`src/rtl/button_conditioner_pkg.sv`:
```
// Shared definitions for the push-button conditioner: channel indices,
// per-channel FSM encoding, default timing constants and a counter-width helper.
package button_conditioner_pkg;

  localparam int BTN_UP     = 0;
  localparam int BTN_LEFT   = 1;
  localparam int BTN_MIDDLE = 2;
  localparam int BTN_RIGHT  = 3;
  localparam int BTN_DOWN   = 4;

  localparam int N_BTN_DEF           = 5;
  localparam int DEBOUNCE_CYCLES_DEF = 2_000_000;    // 20 ms at 100 MHz
  localparam int LONG_CYCLES_DEF     = 300_000_000;  // 3 s at 100 MHz
  localparam int REPEAT_CYCLES_DEF   = 20_000_000;   // 200 ms at 100 MHz

  typedef enum logic [2:0] {
    IDLE        = 3'd0,
    DEB_PRESS   = 3'd1,
    PRESSED     = 3'd2,
    LONG_HELD   = 3'd3,
    DEB_RELEASE = 3'd4
  } btn_state_e;

  // Keeps counters at least one bit wide even for degenerate cycle counts.
  function automatic int cnt_width(input int n);
    return (n > 1) ? $clog2(n) : 1;
  endfunction

endpackage

```
`src/rtl/button_conditioner_btn_channel.sv`:
```
// One button channel: 2-flop synchroniser, debounce/hold FSM and registered outputs.
// Auto-repeat in LONG_HELD is built only when BUTTON_CONDITIONER_AUTO_REPEAT_EN is defined.
module button_conditioner_btn_channel
  import button_conditioner_pkg::*;
#(
  parameter int DEBOUNCE_CYCLES = DEBOUNCE_CYCLES_DEF,
  parameter int LONG_CYCLES     = LONG_CYCLES_DEF
`ifdef BUTTON_CONDITIONER_AUTO_REPEAT_EN
  ,
  parameter int REPEAT_CYCLES   = REPEAT_CYCLES_DEF
`endif
) (
  input  logic clk,
  input  logic rst,
  input  logic btn_raw,
  output logic level_o,
  output logic pulse_o,
  output logic release_o,
  output logic long_o
);

  localparam int DW = cnt_width(DEBOUNCE_CYCLES);
  localparam int HW = cnt_width(LONG_CYCLES);
  localparam logic [DW-1:0] D_LAST = DW'(DEBOUNCE_CYCLES - 1);
  localparam logic [HW-1:0] H_LAST = HW'(LONG_CYCLES - 1);

  logic          s1_q, s2_q;
  btn_state_e    state_q, state_d;
  logic [DW-1:0] dcnt_q, dcnt_d;
  logic [HW-1:0] hcnt_q, hcnt_d;
  logic          long_done_q, long_done_d;
  logic          level_q, level_d;
  logic          pulse_q, pulse_d;
  logic          release_q, release_d;
  logic          long_q, long_d;

`ifdef BUTTON_CONDITIONER_AUTO_REPEAT_EN
  localparam int RW = cnt_width(REPEAT_CYCLES);
  localparam logic [RW-1:0] R_LAST = RW'(REPEAT_CYCLES - 1);
  logic [RW-1:0] rcnt_q, rcnt_d;
`endif

  always_ff @(posedge clk or negedge rst) begin
    if (!rst) begin
      s1_q        <= 1'b0;
      s2_q        <= 1'b0;
      state_q     <= IDLE;
      dcnt_q      <= '0;
      hcnt_q      <= '0;
      long_done_q <= 1'b0;
      level_q     <= 1'b0;
      pulse_q     <= 1'b0;
      release_q   <= 1'b0;
      long_q      <= 1'b0;
`ifdef BUTTON_CONDITIONER_AUTO_REPEAT_EN
      rcnt_q      <= '0;
`endif
    end else begin
      s1_q        <= btn_raw;
      s2_q        <= s1_q;
      state_q     <= state_d;
      dcnt_q      <= dcnt_d;
      hcnt_q      <= hcnt_d;
      long_done_q <= long_done_d;
      level_q     <= level_d;
      pulse_q     <= pulse_d;
      release_q   <= release_d;
      long_q      <= long_d;
`ifdef BUTTON_CONDITIONER_AUTO_REPEAT_EN
      rcnt_q      <= rcnt_d;
`endif
    end
  end

  always_comb begin
    state_d     = state_q;
    dcnt_d      = dcnt_q;
    hcnt_d      = hcnt_q;
    long_done_d = long_done_q;
    level_d     = level_q;
    pulse_d     = 1'b0;
    release_d   = 1'b0;
    long_d      = 1'b0;
`ifdef BUTTON_CONDITIONER_AUTO_REPEAT_EN
    rcnt_d      = rcnt_q;
`endif
    case (state_q)
      IDLE: begin
        level_d = 1'b0;
        if (s2_q) begin
          state_d = DEB_PRESS;
          dcnt_d  = '0;
        end
      end
      DEB_PRESS: begin
        if (!s2_q) begin
          state_d = IDLE;
        end else if (dcnt_q == D_LAST) begin
          state_d = PRESSED;
          level_d = 1'b1;
          pulse_d = 1'b1;
          hcnt_d  = '0;
        end else begin
          dcnt_d = (dcnt_q == '1) ? dcnt_q : dcnt_q + 1'b1;
        end
      end
      PRESSED: begin
        if (!s2_q) begin
          state_d = DEB_RELEASE;
          dcnt_d  = '0;
        end else if (hcnt_q == H_LAST) begin
          state_d     = LONG_HELD;
          long_d      = 1'b1;
          long_done_d = 1'b1;
`ifdef BUTTON_CONDITIONER_AUTO_REPEAT_EN
          rcnt_d      = '0;
`endif
        end else begin
          hcnt_d = (hcnt_q == '1) ? hcnt_q : hcnt_q + 1'b1;
        end
      end
      LONG_HELD: begin
        if (!s2_q) begin
          state_d = DEB_RELEASE;
          dcnt_d  = '0;
`ifdef BUTTON_CONDITIONER_AUTO_REPEAT_EN
          rcnt_d  = '0;
        end else if (rcnt_q == R_LAST) begin
          pulse_d = 1'b1;
          rcnt_d  = '0;
        end else begin
          rcnt_d = rcnt_q + 1'b1;
`endif
        end
      end
      DEB_RELEASE: begin
        // A bounce back to 1 resumes the hold without a fresh press pulse.
        if (s2_q) begin
          state_d = long_done_q ? LONG_HELD : PRESSED;
        end else if (dcnt_q == D_LAST) begin
          state_d     = IDLE;
          level_d     = 1'b0;
          release_d   = 1'b1;
          long_done_d = 1'b0;
        end else begin
          dcnt_d = (dcnt_q == '1) ? dcnt_q : dcnt_q + 1'b1;
        end
      end
      default: state_d = IDLE;
    endcase
  end

  assign level_o   = level_q;
  assign pulse_o   = pulse_q;
  assign release_o = release_q;
  assign long_o    = long_q;

endmodule

```
`src/rtl/button_conditioner.sv`:
```
// Conditions N_BTN raw push-buttons into debounced level, press/release and long-press pulses.
// Optional auto-repeat: define BUTTON_CONDITIONER_AUTO_REPEAT_EN.
module button_conditioner
  import button_conditioner_pkg::*;
#(
  parameter int N_BTN           = N_BTN_DEF,
  parameter int DEBOUNCE_CYCLES = DEBOUNCE_CYCLES_DEF,
  parameter int LONG_CYCLES     = LONG_CYCLES_DEF
`ifdef BUTTON_CONDITIONER_AUTO_REPEAT_EN
  ,
  parameter int REPEAT_CYCLES   = REPEAT_CYCLES_DEF
`endif
) (
  input  logic             clk,
  input  logic             rst,
  input  logic [N_BTN-1:0] btn_raw,
  output logic [N_BTN-1:0] btn_level,
  output logic [N_BTN-1:0] btn_pulse,
  output logic [N_BTN-1:0] btn_release,
  output logic [N_BTN-1:0] btn_long
);

  for (genvar gi = 0; gi < N_BTN; gi++) begin : g_ch
    button_conditioner_btn_channel #(
      .DEBOUNCE_CYCLES(DEBOUNCE_CYCLES),
      .LONG_CYCLES    (LONG_CYCLES)
`ifdef BUTTON_CONDITIONER_AUTO_REPEAT_EN
      ,
      .REPEAT_CYCLES  (REPEAT_CYCLES)
`endif
    ) u_btn_channel (
      .clk      (clk),
      .rst      (rst),
      .btn_raw  (btn_raw[gi]),
      .level_o  (btn_level[gi]),
      .pulse_o  (btn_pulse[gi]),
      .release_o(btn_release[gi]),
      .long_o   (btn_long[gi])
    );
  end

endmodule

```
`config.mk`:
```
export PLATFORM = sky130hd
export DESIGN_NAME = button_conditioner
export DESIGN_NICKNAME = d
export VERILOG_FILES = /design/src/rtl/button_conditioner_pkg.sv /design/src/rtl/button_conditioner_btn_channel.sv /design/src/rtl/button_conditioner.sv
export SDC_FILE = /design/constraint.sdc
export NUM_CORES = 1
export LEC_CHECK = 0
export CAP_MARGIN = 10
export CORE_MARGIN = 2
export CORE_UTILIZATION = 45
export CTS_BUF_LIST = sky130_fd_sc_hd__clkbuf_16
export CTS_CLUSTER_SIZE = 8
export DETAILED_ROUTE_END_ITERATION = 10
export HOLD_SLACK_MARGIN = 0.05
export PLACE_DENSITY = 0.63
export RECOVER_POWER = 50
export SYNTH_ARGS = -nofsm -noshare
export SYNTH_HDL_FRONTEND = slang
export SYNTH_SLANG_ARGS = --single-unit
```
`constraint.sdc`:
```
create_clock -name clk -period 5.8 [get_ports clk]
set_input_delay 1.16 -clock clk [delete_from_list [all_inputs] [get_ports clk]]
set_output_delay 1.16 -clock clk [all_outputs]
set_load 0.01 [all_outputs]
```
After elaboration in Yosys (flattened, before gate mapping)
Cells that the tools add are included.
{ "classes": {"n_addsub": 10, "eq_ne": 110, "mux": 195, "reduce_logical": 55} }
{ "ops": {"columns": ["cell", "n"], "rows": [
  ["$mux 29", 25],
  ["$mux 21", 30],
  ["$pmux 21 s4", 5],
  ["$eq 29x29->1 const B", 10],
  ["$pmux 29 s2", 5],
  ["$eq 21x21->1 const B", 10],
  ["$add 29x1->29 const B", 5],
  ["$mux 3", 40],
  ["$add 21x1->21 const B", 5],
  ["$reduce_and 5->1", 20],
  ["$mux 1", 75],
  ["$pmux 3 s5", 5],
  ["$ne 2x1->1 const B", 30],
  ["$ne 2x2->1 const B", 25],
  ["$eq 3x2->1 const B", 10],
  ["$ne 3x3->1 const B", 10],
  ["$reduce_and 6->1", 5],
  ["$reduce_bool 2->1", 10],
  ["$reduce_bool 4->1", 5],
  ["$eq 3x1->1 const B", 5],
  ["$eq 3x3->1 const B", 5],
  ["$logic_not 3->1", 5],
  ["$ne 3x1->1 const B", 5],
  ["$pmux 1 s3", 5],
  ["other kinds (3)", 15]
]} }
{ "totals": {"output_inout_bits": 20, "word_cells": 420, "register_bits": 300} }

Longest topological paths before layout
{ "logic_depth": {"ltp_word": 5, "mapped_depth": 11} }

Modules after synthesis
A second synthesis with hierarchy kept.
{ "unflattened": {"cells_unflattened": 2088, "hier_area_um2": 18087.3} }
{ "by_module_without_submodules": {"columns": ["module", "n_inst", "area_each_um2", "cells_each", "seq_area_each_um2"], "rows": [
  ["button_conditioner_btn_channel at g_ch[2].u_btn_channel ...", 2, 3542.1, 408, 1501.4],
  ["button_conditioner_btn_channel at g_ch[0].u_btn_channel", 1, 3757.4, 442, 1501.4],
  ["button_conditioner_btn_channel at g_ch[1].u_btn_channel", 1, 3647.2, 419, 1501.4],
  ["button_conditioner_btn_channel at g_ch[4].u_btn_channel", 1, 3598.5, 411, 1501.4]
]} }

Least setup slack after synthesis
Ideal clock, no wire load.
{ "synth_path": {"path_kind": "reg-to-reg", "startpoint": "reg g_ch[2].u_btn_channel.hcnt_q[0]", "endpoint": "reg g_ch[2].u_btn_channel.hcnt_q[26]", "path_buffers": 3, "t_arrival_ns": 2.267, "required_ns": 5.676, "stages_incl_launch_ff": 11, "setup_slack_ns": 3.409, "path_cell_list": "dfrtp_1 -> ha_1 -> and3_4 -> nand4_4 -> or4_1 -> buf_2 -> and3_1 -> buf_6 -> buf_6 -> and3_4 -> a211o_1"} }
{ "synth_via": {"elab_chain_len": 5, "elab_cells_between_ends": 10} }
{ "synth_lines": {"columns": ["element", "line", "text"], "rows": [
  ["start, declared", "button_conditioner_btn_channel.sv:30", "logic [HW-1:0] hcnt_q, hcnt_d;"],
  ["start signal, assigned", "button_conditioner_btn_channel.sv:63", "hcnt_q <= hcnt_d;"],
  ["$add 29x1->29", "button_conditioner_btn_channel.sv:119", "hcnt_d = (hcnt_q == '1) ? hcnt_q : hcnt_q + 1'b1;"],
  ["$mux 29", "button_conditioner_btn_channel.sv:119", null],
  ["$mux 29", "button_conditioner_btn_channel.sv:111", "end else if (hcnt_q == H_LAST) begin"],
  ["$mux 29", "button_conditioner_btn_channel.sv:108", "if (!s2_q) begin"],
  ["$pmux 29 s2", "button_conditioner_btn_channel.sv:87", "case (state_q)"]
]} }
Several ways; a longest one is shown, not always the timed one. The select of a mux whose other input is x is not followed.
A chain may end at the register's enable or synchronous reset.

==> flow_summary.toml <==
[run_status]
status = "finished with violations"
violations = "capacitance limit, slew limit"

[clocking]
cts_resized = 0
cts_post_setup_buffers_inserted = 0
clock_latency_ns = 0.57
cts_buffers = 43
htreeDepth = 2
clkSinkCount = 300
root_buffer = "clkbuf_16"
clockBufferDepth = 3
cts_hold_buf = 0
cts.reportedPaths.clkPinSlew_ns = 0.05
cts_tree = "built"

[sta]
tightest_slew_ns = 2.75
period_share_pct = 63.0
slew_viol_final = 157
slew_headroom_pct = -83.3
tns_ns = 0
finalHoldViolCount = 0
rsz0062_at_grt = "false"
post-route-min-period_ns = 3.65
finalSetupViolCount = 0
clock_skew_ns = 0.0248
max_freq_ghz = 0.274

[die]
core_area_um2 = 38700
fp.dieW_um = 202
start_util_pct = 45.6
die_area_um2 = 40900
io_pins = 27
rows = 72
fp.dieH_um = 202

[power_and_ir_drop]
power_frac_clock_pct = 49.2
swShare_pct = 23.0
vdd_drop_max_v = 0.000170
p_per_area_nw_per_um2 = 237
total_power_mw = 4.53
seq_power_share_pct = 47.3
p_leak_nw = 7.80
combPwrFrac_pct = 3.6
switchingPower_mw = 1.04
cell_internal_pwr_mw = 3.49

[place]
post_dp_cell_area_um2 = 18100
port_buffers = 26
gp_congestion = 0.885
hpwlAfterDp_mm = 27.9

[layout]
final_nets = 2020
nFillCells = 3695
layout-drive-gt1-share_pct = 4.88
multi_input_area_um2 = 9250
register_area_um2 = 7510
syn_to_final_growth_pct = 8.29
final_cell_area_um2 = 19100
antenna_cells = 0

[critical_path]
critPathMaxFanout = 106
setup.worst_path.start_class = "input port"
worstPathArrival_ns = 3.74
critical_path_required_ns = 5.89
slowest_stage = "clkbuf_2"
crit_family = "buffers and inverters"
worst-path-buf-inv = 2
critPathCaptureType = "async pin"
path_cells = "buf_8 > clkbuf_2"
critPathMaxStageDelay_ns = 1.96
ff2ff_path_depth = 6
path_class = "input port to async pin"
crit_cells = 2

[routing]
dr.first_iter.drc_count = 1224
drt_wl_total_mm = 42.7
top_layer_used = "met4"
drcViolationCount = 0
drtPass1Iterations = 6
wire_per_inst_um = 16.9
routed_via_density = 6.26
vias = 15800
postRouteAntennaNets = 0
wl_met1_mm = 20.0
route.met2.wl_mm = 20.0
route.met3.wl_mm = 1.78

[synth]
synth_nets = 2067
synth_seq_cells = 300
yosys_warnings = 0
avgSynthCellArea_um2 = 8.62
synth.distinct_cells = 87
ys_async_sr_fraction_pct = 100
yosysSeqAreaShare_pct = 42.5
synth_edf_count = 0
ys.flop_type = "dfrtp_1"
synth_cells = 2050
mappedNetlistArea_um2 = 17700

[run]
drv_cap = 2

[grt]
antenna_found_initial = 0
grt_pass1_vias = 15200
overflow = 0
grt_pass1_wl_mm = 74.6
groute.usage.overall_pct = 21.3
grt_max_degree = 107

[hold_path]
hp-class = "flip-flop to flip-flop"
min_path_cells = 0
[synth_stat cells (16+ instances only)]
library cell	n	area, µm²
o21a_1	16	120
o31ai_1	53	398
and2_1	26	163
nor4_1	34	213
nand3_1	143	716
nor2b_1	18	113
dfrtp_1	300	7510
nor2_1	126	473
nand4_1	85	532
nor3_1	65	325
a211o_1	20	175
buf_4	22	165
or4_1	35	263
and3_1	66	413
o21ai_0	148	741
nand2_1	226	848
o211ai_1	45	338
buf_2	25	125
nand2b_1	18	113
clkbuf_1	75	282
a21oi_1	82	410
or3_1	22	138
a31oi_1	68	425
inv_1	50	188
[kinds of logic after synthesis]
kind of cell             count (synthesis)  synth area share, %
buffers and inverters                  188                 4.85
multiplexers                            13                0.772
flip-flops                             300                 42.5
AO/OA/AOI/OAI                          579                 21.8
AND/OR/NAND/NOR                        953                 29.1
XOR/XNOR                                 7                0.347
adder cells (fa/ha/maj)                 10                0.708
[placed cells by master, fill, tap and decap left out, drive strengths merged, types with 13 or more instances in the layout]
cell / count
a41oi: 15
inv: 54
and4: 15
a31oi: 68
nor2b: 18
nor3: 67
o31ai: 53
a21o: 14
clkdlybuf4s50: 20
nand2b: 18
nand3: 143
o211ai: 45
o21ai: 156
nand2: 228
o21a: 16
a211o: 20
nand4: 86
a21oi: 82
and3: 68
nor2: 127
clkbuf: 46
and2: 26
or4: 36
or3: 22
o41ai: 13
dfrtp: 300
buf: 17
nor4: 39
o311ai: 14
[final cells by class]
cell class / count / share of cell area [%]
multi-input combinational: 1562 / 48.3
sequential: 300 / 39.2
clock buffer: 44 / 5.76
tap: 518 / 3.39
timing repair buffer: 44 / 2.06
inverter: 52 / 1.03
clock inverter: 5 / 0.190
[worst paths after layout]
kind	slack [ns]	startpoint	to
min	0.35	g_ch[4].u_btn_channel.s1_q	g_ch[4].u_btn_channel.s2_q
min reg2reg	0.35	g_ch[4].u_btn_channel.s1_q	g_ch[4].u_btn_channel.s2_q
max reg2reg	2.27	g_ch[1].u_btn_channel.dcnt_q[14]	g_ch[1].u_btn_channel.hcnt_q[0]
min in group asynchronous	0.62	rst	g_ch[2].u_btn_channel.dcnt_q[16]
max in group clk	2.27	g_ch[1].u_btn_channel.dcnt_q[14]	g_ch[1].u_btn_channel.hcnt_q[0]
max	2.15	rst	g_ch[3].u_btn_channel.dcnt_q[10]
[per-layer routing]
metal  track usage (%)  up-vias
met3              2.72       66
met2              34.4      372
met4              6.78        0
met1              29.8     7686
li1                  -     7686
met5                 0        -
[state kept, by name (all words and copies together) (netlist names)]
register	count
g_ch.u_btn_channel.long_o	5
g_ch.u_btn_channel.s1_q	5
g_ch.u_btn_channel.long_done_q	5
g_ch.u_btn_channel.state_q	15
g_ch.u_btn_channel.dcnt_q	105
g_ch.u_btn_channel.pulse_o	5
g_ch.u_btn_channel.s2_q	5
g_ch.u_btn_channel.level_o	5
g_ch.u_btn_channel.release_o	5
g_ch.u_btn_channel.hcnt_q	145
[power groups by stage]
stage          logic (mW)  registers, mW  clock network (mW)
6_report            0.163           2.14                2.23
3_5_place_dp        0.169           2.18                   0
4_1_cts             0.171           2.14                2.30
5_1_grt             0.189           2.14                2.39
3_3_place_gp        0.166           2.18                   0
2_1_floorplan       0.100           2.16                   0
[stage by stage]
stage                     instances  utilization [%]  setup slack (ns)  hold WS [ns]
after floorplan                2050                -              3.41         0.331
after global placement         2476             46.7              2.74         0.333
after detailed placement       2476             46.7              2.66         0.335
after CTS                      2525             49.6              2.64         0.350
after global routing           2525             49.4              1.44         0.353
final                          2525             49.4              2.15         0.347
Power figures use the tool's default switching activity.
